--- src/rtl/lcd_mode_sequencer.sv ---
// rtl/lcd_mode_sequencer.sv - LCD dot/line timing: LY, STAT mode/coincidence, interrupts and CPU lockouts
module lcd_mode_sequencer #(
    parameter int DOTS_PER_LINE = 456,
    parameter int OAM_DOTS      = 80,
    parameter int XFER_DOTS     = 172,
    parameter int VISIBLE_LINES = 144,
    parameter int TOTAL_LINES   = 154
) (
    input  logic       clk,
    input  logic       reset,
    input  logic       dot_en,
    input  logic       lcd_enable,
    input  logic [7:0] lyc,
    input  logic [3:0] stat_int_en,
    output logic [7:0] ly,
    output logic [8:0] dot,
    output logic [1:0] mode,
    output logic       coincidence,
    output logic       vblank_irq,
    output logic       stat_irq,
    output logic       oam_cpu_lock,
    output logic       vram_cpu_lock,
    output logic       line_start,
    output logic       frame_start
);

    localparam logic [1:0] MODE_HBLANK = 2'd0;
    localparam logic [1:0] MODE_VBLANK = 2'd1;
    localparam logic [1:0] MODE_OAM    = 2'd2;
    localparam logic [1:0] MODE_XFER   = 2'd3;

    localparam logic [8:0] DOT_LAST = 9'(DOTS_PER_LINE - 1);
    localparam logic [8:0] OAM_END  = 9'(OAM_DOTS);
    localparam logic [8:0] XFER_END = 9'(OAM_DOTS + XFER_DOTS);
    localparam logic [7:0] LY_VIS   = 8'(VISIBLE_LINES);
    localparam logic [7:0] LY_LAST  = 8'(TOTAL_LINES - 1);

    logic       running_q, running_d;
    logic [7:0] ly_q, ly_d;
    logic [8:0] dot_q, dot_d;
    logic [1:0] mode_q, mode_d;
    logic       stat_prev_q, stat_prev_d;
    logic       line_start_q, line_start_d;
    logic       frame_start_q, frame_start_d;
    logic       vblank_irq_q, vblank_irq_d;
    logic       stat_line;

    function automatic logic [1:0] mode_for(input logic [7:0] l, input logic [8:0] d);
        if (l >= LY_VIS) return MODE_VBLANK;
        if (d < OAM_END) return MODE_OAM;
        if (d < XFER_END) return MODE_XFER;
        return MODE_HBLANK;
    endfunction

    assign coincidence = running_q & (ly_q == lyc);
    assign stat_line   = running_q & ((stat_int_en[3] & coincidence)
                                    | (stat_int_en[2] & (mode_q == MODE_OAM))
                                    | (stat_int_en[1] & (mode_q == MODE_VBLANK))
                                    | (stat_int_en[0] & (mode_q == MODE_HBLANK)));

    always_comb begin
        running_d     = running_q;
        ly_d          = ly_q;
        dot_d         = dot_q;
        stat_prev_d   = stat_line;
        line_start_d  = 1'b0;
        frame_start_d = 1'b0;
        vblank_irq_d  = 1'b0;

        if (!running_q) begin
            // Power-up of the panel restarts the frame regardless of the dot clock.
            if (lcd_enable) begin
                running_d     = 1'b1;
                ly_d          = 8'd0;
                dot_d         = 9'd0;
                line_start_d  = 1'b1;
                frame_start_d = 1'b1;
            end
        end else if (!lcd_enable) begin
            running_d   = 1'b0;
            ly_d        = 8'd0;
            dot_d       = 9'd0;
            stat_prev_d = 1'b0;
        end else if (dot_en) begin
            if (dot_q == DOT_LAST) begin
                dot_d         = 9'd0;
                ly_d          = (ly_q == LY_LAST) ? 8'd0 : ly_q + 8'd1;
                line_start_d  = (ly_d < LY_VIS);
                frame_start_d = (ly_d == 8'd0);
                vblank_irq_d  = (ly_d == LY_VIS);
            end else begin
                dot_d = dot_q + 9'd1;
            end
        end

        mode_d = running_d ? mode_for(ly_d, dot_d) : MODE_HBLANK;
    end

    always_ff @(posedge clk) begin
        if (reset) begin
            running_q     <= 1'b0;
            ly_q          <= 8'd0;
            dot_q         <= 9'd0;
            mode_q        <= MODE_HBLANK;
            stat_prev_q   <= 1'b0;
            line_start_q  <= 1'b0;
            frame_start_q <= 1'b0;
            vblank_irq_q  <= 1'b0;
        end else begin
            running_q     <= running_d;
            ly_q          <= ly_d;
            dot_q         <= dot_d;
            mode_q        <= mode_d;
            stat_prev_q   <= stat_prev_d;
            line_start_q  <= line_start_d;
            frame_start_q <= frame_start_d;
            vblank_irq_q  <= vblank_irq_d;
        end
    end

    assign ly            = ly_q;
    assign dot           = dot_q;
    assign mode          = mode_q;
    assign vblank_irq    = vblank_irq_q;
    assign stat_irq      = stat_line & ~stat_prev_q;
    assign oam_cpu_lock  = running_q & ((mode_q == MODE_OAM) | (mode_q == MODE_XFER));
    assign vram_cpu_lock = running_q & (mode_q == MODE_XFER);
    assign line_start    = line_start_q;
    assign frame_start   = frame_start_q;

endmodule

--- config.mk ---
export PLATFORM = sky130hd
export DESIGN_NAME = lcd_mode_sequencer
export DESIGN_NICKNAME = d
export VERILOG_FILES = /design/src/rtl/lcd_mode_sequencer.sv
export SDC_FILE = /design/constraint.sdc
export NUM_CORES = 1
export LEC_CHECK = 0
export BUFFER_PORTS_ARGS = -buffer_cell sky130_fd_sc_hd__clkbuf_2
export CAP_MARGIN = 0
export CORE_ASPECT_RATIO = 2
export CORE_MARGIN = 2
export CORE_UTILIZATION = 56
export DETAILED_ROUTE_END_ITERATION = 8
export HOLD_SLACK_MARGIN = 0.08
export MAX_ROUTING_LAYER = met4
export PLACE_DENSITY = 0.85
export SETUP_SLACK_MARGIN = 0.05
export SYNTH_ARGS = -nofsm -noshare
export SYNTH_HDL_FRONTEND = slang
export SYNTH_SLANG_ARGS = --single-unit
--- constraint.sdc ---
create_clock -name clk -period 3 [get_ports clk]
set_input_delay 0 -clock clk [delete_from_list [all_inputs] [get_ports clk]]
set_output_delay 0 -clock clk [all_outputs]
set_load 0.05 [all_outputs]
## After elaboration in Yosys (flattened, before gate mapping)

Index checks and enable logic that the tools add are counted.

| cells by class | value |
|---|---|
| order comparisons | 4 |
| reduce and logical (&&, ||, !) cells | 4 |
| equal/unequal tests | 7 |
| add/subtract/negate cells | 2 |
| bitwise gates (word level) | 19 |
| $mul | 0 |
| mux-type cells | 34 |
| divide/modulo/power cells | 0 |
| shift operators | 0 |

Operator list:

| kind | number |
|---|---|
| 8-bit two-way mux | 6 |
| 9-bit two-way mux | 5 |
| 1-bit two-way mux | 17 |
| 8-bit == test, second input constant | 2 |
| 2-bit two-way mux | 6 |
| 9-bit by 1-bit adder with 9-bit output, second input constant | 1 |
| 1-bit bitwise AND | 9 |
| 9-bit == test, second input constant | 1 |
| 9-bit by 7-bit less-than comparator with 1-bit output, second input constant | 1 |
| 9-bit by 8-bit less-than comparator with 1-bit output, second input constant | 1 |
| 8-bit by 1-bit adder with 8-bit output, second input constant | 1 |
| 8-bit == test | 1 |
| 8-bit >= comparator, second input constant | 1 |
| 8-bit logical NOT | 1 |
| 8-bit less-than comparator, second input constant | 1 |
| 1-bit NOT | 6 |
| 5-bit OR reduction | 1 |
| 2-bit == test, second input constant | 2 |
| 1-bit bitwise OR | 4 |
| 2-bit by 1-bit == test with 1-bit output, second input constant | 1 |
| 2-bit logical NOT | 1 |
| 2-bit OR reduction | 1 |

| word-level totals | value |
|---|---|
| memories | 0 |
| memory bits (writable) | 0 |
| bits in latches | 0 |
| ROM bits | 0 |
| word-level logic and storage cells | 78 |
| output and inout port bits | 26 |
| register bits | 24 |

## Depth between registers and ports, before layout

Gate-level depths: netlist of run 1.

| depth | value |
|---|---|
| word-level depth | 14 |
| mapped depth | 8 |
| mapped depth without buffers | 8 |

## Worst setup path after synthesis of run 1

No wires, ideal clock.

| path | value |
|---|---|
| kind | register to output |
| start | reg ly_q[5], in the netlist ly[5] |
| end | out stat_irq |
| setup slack | -197 ps |
| stages on the path, launching flop included | 8 |
| required time | 3000 ps |
| path buffers | 1 |
| arrival time | 3197 ps |
| path through | dfxtp_1 buf_2 xnor2_1 nand3_1 nor3_1 a21o_1 nand2_1 nor2_1 |

| on the way | value |
|---|---|
| longest elaborated chain between the ends | 8 |

RTL lines:

| element | RTL line | source |
|---|---|---|
| start: declaration | 39 | `logic [7:0] ly_q, ly_d;` |
| start signal: assignment | 111 | `ly_q <= ly_d;` |
| 8-bit == test | 55 | `assign coincidence = running_q & (ly_q == lyc);` |
| 1-bit bitwise AND | 55 |  |
| named net coincidence | 18 | `output logic coincidence,` |
| 1-bit bitwise AND | 56 | `assign stat_line = running_q & ((stat_int_en[3] & coincidence)` |
| 1-bit bitwise OR | 57 | `\| (stat_int_en[2] & (mode_q == MODE_OAM))` |
| 1-bit bitwise OR | 58 | `\| (stat_int_en[1] & (mode_q == MODE_VBLANK))` |
| 1-bit bitwise OR | 59 | `\| (stat_int_en[0] & (mode_q == MODE_HBLANK)));` |
| 1-bit bitwise AND | 56 |  |
| 1-bit bitwise AND | 125 | `assign stat_irq = stat_line & ~stat_prev_q;` |
| end: declaration | 20 | `output logic stat_irq,` |

The timed path passes the listed nets, and every way through them passes these cells.

## Worst setup path in the final report of run 1

| path | value |
|---|---|
| start | reg ly_q[2], in the netlist ly[2] |
| end | reg mode_q[1], in the netlist mode[1] |

| on the way | value |
|---|---|
| longest elaborated chain between the ends | 9 |

RTL lines:

| element | RTL line | source |
|---|---|---|
| 8-bit by 1-bit adder with 8-bit output or 8-bit == test (tied branches) | 87 | `ly_d = (ly_q == LY_LAST) ? 8'd0 : ly_q + 8'd1;` |
| 8-bit two-way mux | 87 |  |
| 8-bit two-way mux | 85 | `if (dot_q == DOT_LAST) begin` |
| 8-bit two-way mux | 84 | `end else if (dot_en) begin` |
| 8-bit two-way mux | 79 | `end else if (!lcd_enable) begin` |
| 8-bit two-way mux * | 70 | `if (!running_q) begin` |
| 8-bit >= comparator * | 49 | `if (l >= LY_VIS) return MODE_VBLANK;` |
| 1-bit two-way mux * | 49 |  |
| 2-bit two-way mux * | 50 | `if (d < OAM_END) return MODE_OAM;` |
| end signal: assignment | 113 | `mode_q <= mode_d;` |
| end: declaration | 41 | `logic [1:0] mode_q, mode_d;` |

Mark *: on every way between the ends. The rest lies on a longest branch, timed or not.
A chain may end at the register's enable or synchronous reset.

==> results of run 1 <==
==> timing repair <==
| item | 4_1_cts | 5_1_grt |
|---|---|---|
| hold endpoints to repair | 7 | 0 |
| hold buffers | 1 | 0 |
| endpoints found under the setup margin | 0 | 0 |
==> path summary, 6_finish.rpt <==
check	from	to	slack, ns	cells after the start
worst max-delay path	ly[2]$_SDFF_PP0_	mode[1]$_SDFF_PP0_	0.77	6
worst min-delay path	stat_int_en[3]	stat_prev_q$_SDFF_PP0_	0.09	4
worst max register to register	ly[2]$_SDFF_PP0_	mode[1]$_SDFF_PP0_	0.77	6
worst min register to register	dot[1]$_SDFFE_PP0P_	dot[1]$_SDFFE_PP0P_	0.51	2
==> registers in the layout, summed over array words and instances, names as in the netlist <==
signal       cells
frame_start      1
line_start       1
dot              9
stat_prev_q      1
ly               8
running_q        1
vblank_irq       1
mode             2
==> final cells by class <==
class	instances	area (sq um)
clock inverters	1	30.03
fillers	243	840.8
clock buffers	3	41.29
flip-flops and latches	24	480.5
inverters	8	30.03
repair buffers	43	222.7
well taps	29	36.28
multi-input cells	162	1055
==> worst register-to-register path, cell delays in order, from the launching register on <==
cell       delay, ns
dfxtp_1         0.54
nand3_2         0.22
or4_4           0.53
a2111oi_4       0.37
a21oi_2         0.06
a32o_1          0.25
and2b_1         0.16
==> routing by layer <==
| metal | track usage | share of wire | wire (um) |
|---|---|---|---|
| met5 | - | 0 | 0 |
| met1 | 0.2725 | 0.36 | 1560 |
| met3 | 0.02715 | 0.038 | 164 |
| met2 | 0.5063 | 0.55 | 2407 |
| met4 | 0.2194 | 0.054 | 234 |
==> cells in the final DEF, fill, tap and decap left out, drive strengths merged, types with 8 or more instances in the layout <==
cell type / synthesis / final
o21ai: 12 / 12
nor3: 9 / 9
a21oi: 15 / 15
dfxtp: 24 / 24
xnor2: 10 / 10
inv: 8 / 8
nor2: 20 / 20
clkbuf: 4 / 44
nand2: 18 / 18
==> stage by stage <==
stage	util	std cells	power, mW
4_1_cts	0.6927	270	0.6791
6_report	0.6927	270	0.6784
3_5_place_dp	0.6630	265	0.3986
3_3_place_gp	0.6630	265	0.3979
5_1_grt	0.6927	270	0.7000
2_1_floorplan	-	204	0.3755
==> logic make-up (layout without fill, tap and decap cells) <==
logic type | Yosys count | count (layout) | synth area share
AOI/OAI and AO/OA | 50 | 50 | 0.2146
xor gates and xnor gates | 14 | 14 | 0.07620
DFF | 24 | 24 | 0.2986
buffers and inverters | 18 | 55 | 0.04898
and+or+nand+nor | 94 | 94 | 0.3320
adders and majority gates | 3 | 3 | 0.02333
muxes | 1 | 1 | 0.006221
==> power by group <==
group          internal [mW]  switching [mW]
clock                  0.179           0.107
combinational         0.0229          0.0449
sequential             0.322         0.00315
==> results.md, run 1 <==
- Status: finished clean
- Largest net degree at the start of global routing: 15
- Antenna-violating nets left: 0
- Critical Path Sink Type: flip-flop
- Die area: around 3300 sq um
- Max-slew violation count: 0
- Dpl ws: 0.8119 ns
- Vias/cell: 6.237
- Antenna violations before repair: 0
- Syn. warnings: 0
- Clock root buffer: clkbuf_8
- Post-Place Cell Area: 1814 sq um
- Core area: 2736 sq um
- Synth top area cells: dfxtp_1, xnor2_1, nor2_1
- Cell Chain, Critical Path: nand3_2 > or4_4 > a2111oi_4 > a21oi_2 > a32o_1 > and2b_1
- CTS tree: done
- Post-CTS Setup Bufs: 0
- Post-synth EDFFs: 0
- Min Hold Slack: 0.08967 ns
- First-pass GRT wire length: around 7.3 mm
- Clk sinks: 24
- Unrepaired setup endpoints after global routing: no
- Router iterations before antenna repair: 4
- Startpoint Class: flip-flop
- Avg Cell Area, Syn: 7.887 sq um
- Final Hold Viols: 0
- Buf/Inv on CP: 0
- Top cells by count, synth: dfxtp_1, nor2_1, nand2_1
- Worst slew margin: 0.5488
- Final setup vio count: 0
- Fin Clk Skew: ~0.0033 ns
- Cells after Synth: 204
- Layout cells sized above 1: 0.2531
- IO Count: 42
- H-tree Lvls: 1
- Sequential area share after synthesis: 0.2986
- # rows: 27
- Area Overhead vs Synth: 17.81%
- Tmin final: 2.230 ns
- Detailed Route WL: 4.367 mm
- Synthesized net count: 223
- Slowest stage delay, CP: 0.54 ns
- Clock tree buffer depth: 2
- IR drop worst, VDD: 0.2669 mV
- Number of distinct library cells after synthesis: 55
- Worst setup margin: 0.7699 ns
- Slowest CP cell: dfxtp_1
- GR Util All Layers: 0.2842
- Dpl hpwl: roughly 3.4 mm
- Worst hold path class: in -> reg
- Worst skew pair latency: ~0.27 ns
- Via count: 1684
- Critical-path maximum fanout: 10
- Buffers added on ports: 41
- Top Family by Delay on Critical Path: simple AND/OR/NAND/NOR gates
- Grt ovf: 0
- Number of diodes: 0
- Post-cts sizing count: 0
- Top cell type's share of synthesized area: 0.2986
- Power density over the cells: 357.9 nW/um^2
- DRC: 0
- Die Y: 79.81 um
- Max Cap Violations: 0
- Cell with the most instances after synthesis: dfxtp_1
- Worst-margin pin slew: 0.6716 ns
- Fin area: 1896 sq um
- Routed WL per cell: between 15 and 20 um
- Yosys top cell by area: dfxtp_1
- Clk pin slew, worst setup/hold paths: 0.09 ns
- Die X-Extent: around 42 um
- FFs w/ async S/R, synth: 0
- Final worst-path cycle share: 0.7434
- Pleak: around 0.74 nW
- Synthesized flop and latch total: 24
- Initial core utilization: 0.5880
- Vias in the first global route: about 1600
- Nets: 261
- CP required: 3.17 ns
- Fmax: around 450 MHz
- Setup Crit Path Kind: reg -> reg
- CTS buffer count: 3
- Cell Area, Synth: between 1500 and 2000 sq um
- Iteration-0 DRC Markers: 49
- Sum of negative setup slack: 0 ns
- GPL Wtd Cong: between 0.9 and 1
- Top FF cell, synth: dfxtp_1
- Critical Path AT: 2.40 ns
Note: power is estimated with default switching activity, not from simulation.
==> inputs of run 2 (changes only) <==
- CORE_UTILIZATION: 56 -> 47
- PLACE_DENSITY: 0.85 -> 0.76
- clock period: 3 -> 1.9 ns (I/O delays scaled with it)
==> run 2 against run 1 <==
Compared with the run above:
- maximum frequency up 18%
- critical path depth is the same
- wire length rose by 15%
- global-route usage down 0.90 points
- sequential power increased by 54%
- die area grew 18%
- via count grew 7.4%
- first-iteration DRC count rose by 73%
- total power grew 51%
- cell count rose by 14%
- clock power is 38% higher
- clock skew hardly changed
- critical path type unchanged
- critical endpoint unchanged
- largest power group unchanged
==> results.md, run 2 (synthesis gave the netlist of run 1 again) <==
- Status: finished clean
- Fmax: 531.3 MHz (+18%)
- Antenna-violating nets left: 0 (unchanged)
- RR Startpoint: dot[5]$_SDFF_PP0_
- # rows: 30 (+11%)
- Pleak: 0.9861 nW (+34%)
- Final Hold Viols: 0 (unchanged)
- CP required: 2.07 ns (-1.10 ns)
- Max Cap Violations: 0 (unchanged)
- Clock root buffer: clkbuf_8
- Buffers added on ports: 41 (unchanged)
- GR Util All Layers: 0.2752 (-0.008991)
- Final setup vio count: 0 (unchanged)
- Fillers: 271 (+12%)
- Worst slew margin: 0.6774 (+0.1285)
- Unrepaired setup endpoints after global routing: yes
- Die area: 3936 sq um (+18%)
- Grt ovf: 0 (unchanged)
- Core area: 3341 sq um (+22%)
- Final worst-path cycle share: 0.9905 (+0.2472)
- Post-Place Cell Area: 2093 sq um (+15%)
- Clock tree buffer depth: 2 (unchanged)
- Largest register FFs: 9 (unchanged)
- Die X-Extent: 45.38 um (+8.3%)
- Initial core utilization: 0.4816 (-0.1064)
- Min Hold Slack: 0.1234 ns (+0.03372 ns)
- Worst Setup SP: dot[5]$_SDFF_PP0_
- Commonest cells after routing, fill and taps aside: clkbuf_2, buf_4, nor2_1, nand2_1, a21oi_1
- Clk pin slew, worst setup/hold paths: 0.08 ns (about the same)
- GPL Wtd Cong: 0.8911 (-3.1%)
- Startpoint Class: flip-flop
- Worst skew pair latency: 0.27 ns (about the same)
- Layout cells sized above 1: 0.4873 (+0.2342)
- DRC: 0 (unchanged)
- Vias/cell: 5.889 (-5.6%)
- CTS buffer count: 3 (unchanged)
- H-tree Lvls: 1 (unchanged)
- Routed WL per cell: 16.42 um (+1.5%)
- Pwr Total: 1.027 mW (+51%)
- Hold_sp: stat_int_en[3]
- First-pass GRT wire length: 7.783 mm (+7.3%)
- CTS tree: done
- Critical Path Sink Type: flip-flop
- Worst-margin pin slew: 0.4840 ns (-0.1876 ns)
- Vias in the first global route: 1762 (+9.9%)
- Worst hold path class: in -> reg
- Largest net degree at the start of global routing: 15 (unchanged)
- Area Overhead vs Synth: 46.50%
- Router iterations before antenna repair: 4 (unchanged)
- Via count: 1808 (+7.4%)
- Antenna violations before repair: 0 (unchanged)
- Most common cell after layout, fill and taps aside: clkbuf_2
- Iteration-0 DRC Markers: 85 (+73%)
- Dpl hpwl: 3.860 mm (+14%)
- Fin Clk Skew: 0.003690 ns (+0.0003701 ns)
- Max-slew violation count: 0 (unchanged)
- Power density over the cells: 435.7 nW/um^2 (+22%)
- Detailed Route WL: 5.041 mm (+15%)
- Tmin final: 1.882 ns (-0.3481 ns)
- Number of diodes: 0 (unchanged)
- Die Y: 86.75 um (+8.7%)
- Nets: 295 (+13%)
- Critical Path AT: 2.05 ns (-0.35 ns)
- IR drop worst, VDD: 0.5127 mV (+92%)
- Critical-path maximum fanout: 4 (-6)
- Fin area: 2357 sq um (+24%)
- Setup Crit Path Kind: reg -> reg
- IO Count: 42 (unchanged)
- Clk sinks: 24 (unchanged)
## run 2: cell types whose count changed in the layout (fill, tap and decap cells not counted), sizes merged
| cell | before | now |
|---|---|---|
| buf | 1 | 36 |
| bufinv | 1 | 0 |
## run 2: where the power goes
group,switching (mW),internal [mW]
combinational,0.0801,0.0495
clock,0.167,0.229
sequential,0.00645,0.495
## run 2: critical path, stage by stage, from the launching register on
cell     delay (ns)
dfxtp_4        0.35
or4b_4         0.59
nor2_4         0.16
nand2_1        0.09
a21o_2         0.18
a32o_2         0.26
and2b_1        0.15
## run 2: worst paths after layout
kind,end,slack (ns),cells past startpoint
worst min register to register,dot[1]$_SDFFE_PP0P_,0.63,3
worst min-delay path,stat_prev_q$_SDFF_PP0_,0.12,4
worst max register to register,mode[1]$_SDFF_PP0_,0.02,6
worst max-delay path,mode[1]$_SDFF_PP0_,0.02,6
## run 2: final cells by class
class	instances	area, sq um	area share
Multi-Input combinational cell	162	1205	0.5111
Sequential cell	24	524.3	0.2224
Timing Repair Buffer	77	491.7	0.2086
Clock buffer	4	66.31	0.02813
Tap cell	32	40.04	0.01699
Inverter	8	30.03	0.01274
## run 2: timing repair
item,CTS,global route
resized for setup,10,23
endpoints found under the setup margin,10,12
hold buffers,1,0
endpoints found under the hold margin,7,0
pin swaps,10,6
setup buffers,5,1
## run 2: stage by stage
stage	setup slack [ns]	std cells	setup TNS (ns)	util
6_report	0.01796	307	0	0.7056
5_1_grt	-0.03807	307	-0.08696	0.7056
4_1_cts	0.03990	306	0	0.6734
3_5_place_dp	-0.07424	296	-0.2382	0.6266
3_3_place_gp	-0.05728	296	-0.1047	0.6266
2_1_floorplan	-0.08556	204	-0.2510	-
## run 2: routing by layer
metal / GRT usage / part of all wire / up-vias
li1: - / - / 875
met1: 0.2468 / 0.33 / 852
met2: 0.5000 / 0.58 / 56
met3: 0.01458 / 0.030 / 25
met4: 0.2059 / 0.064 / 0
met5: - / 0 / -
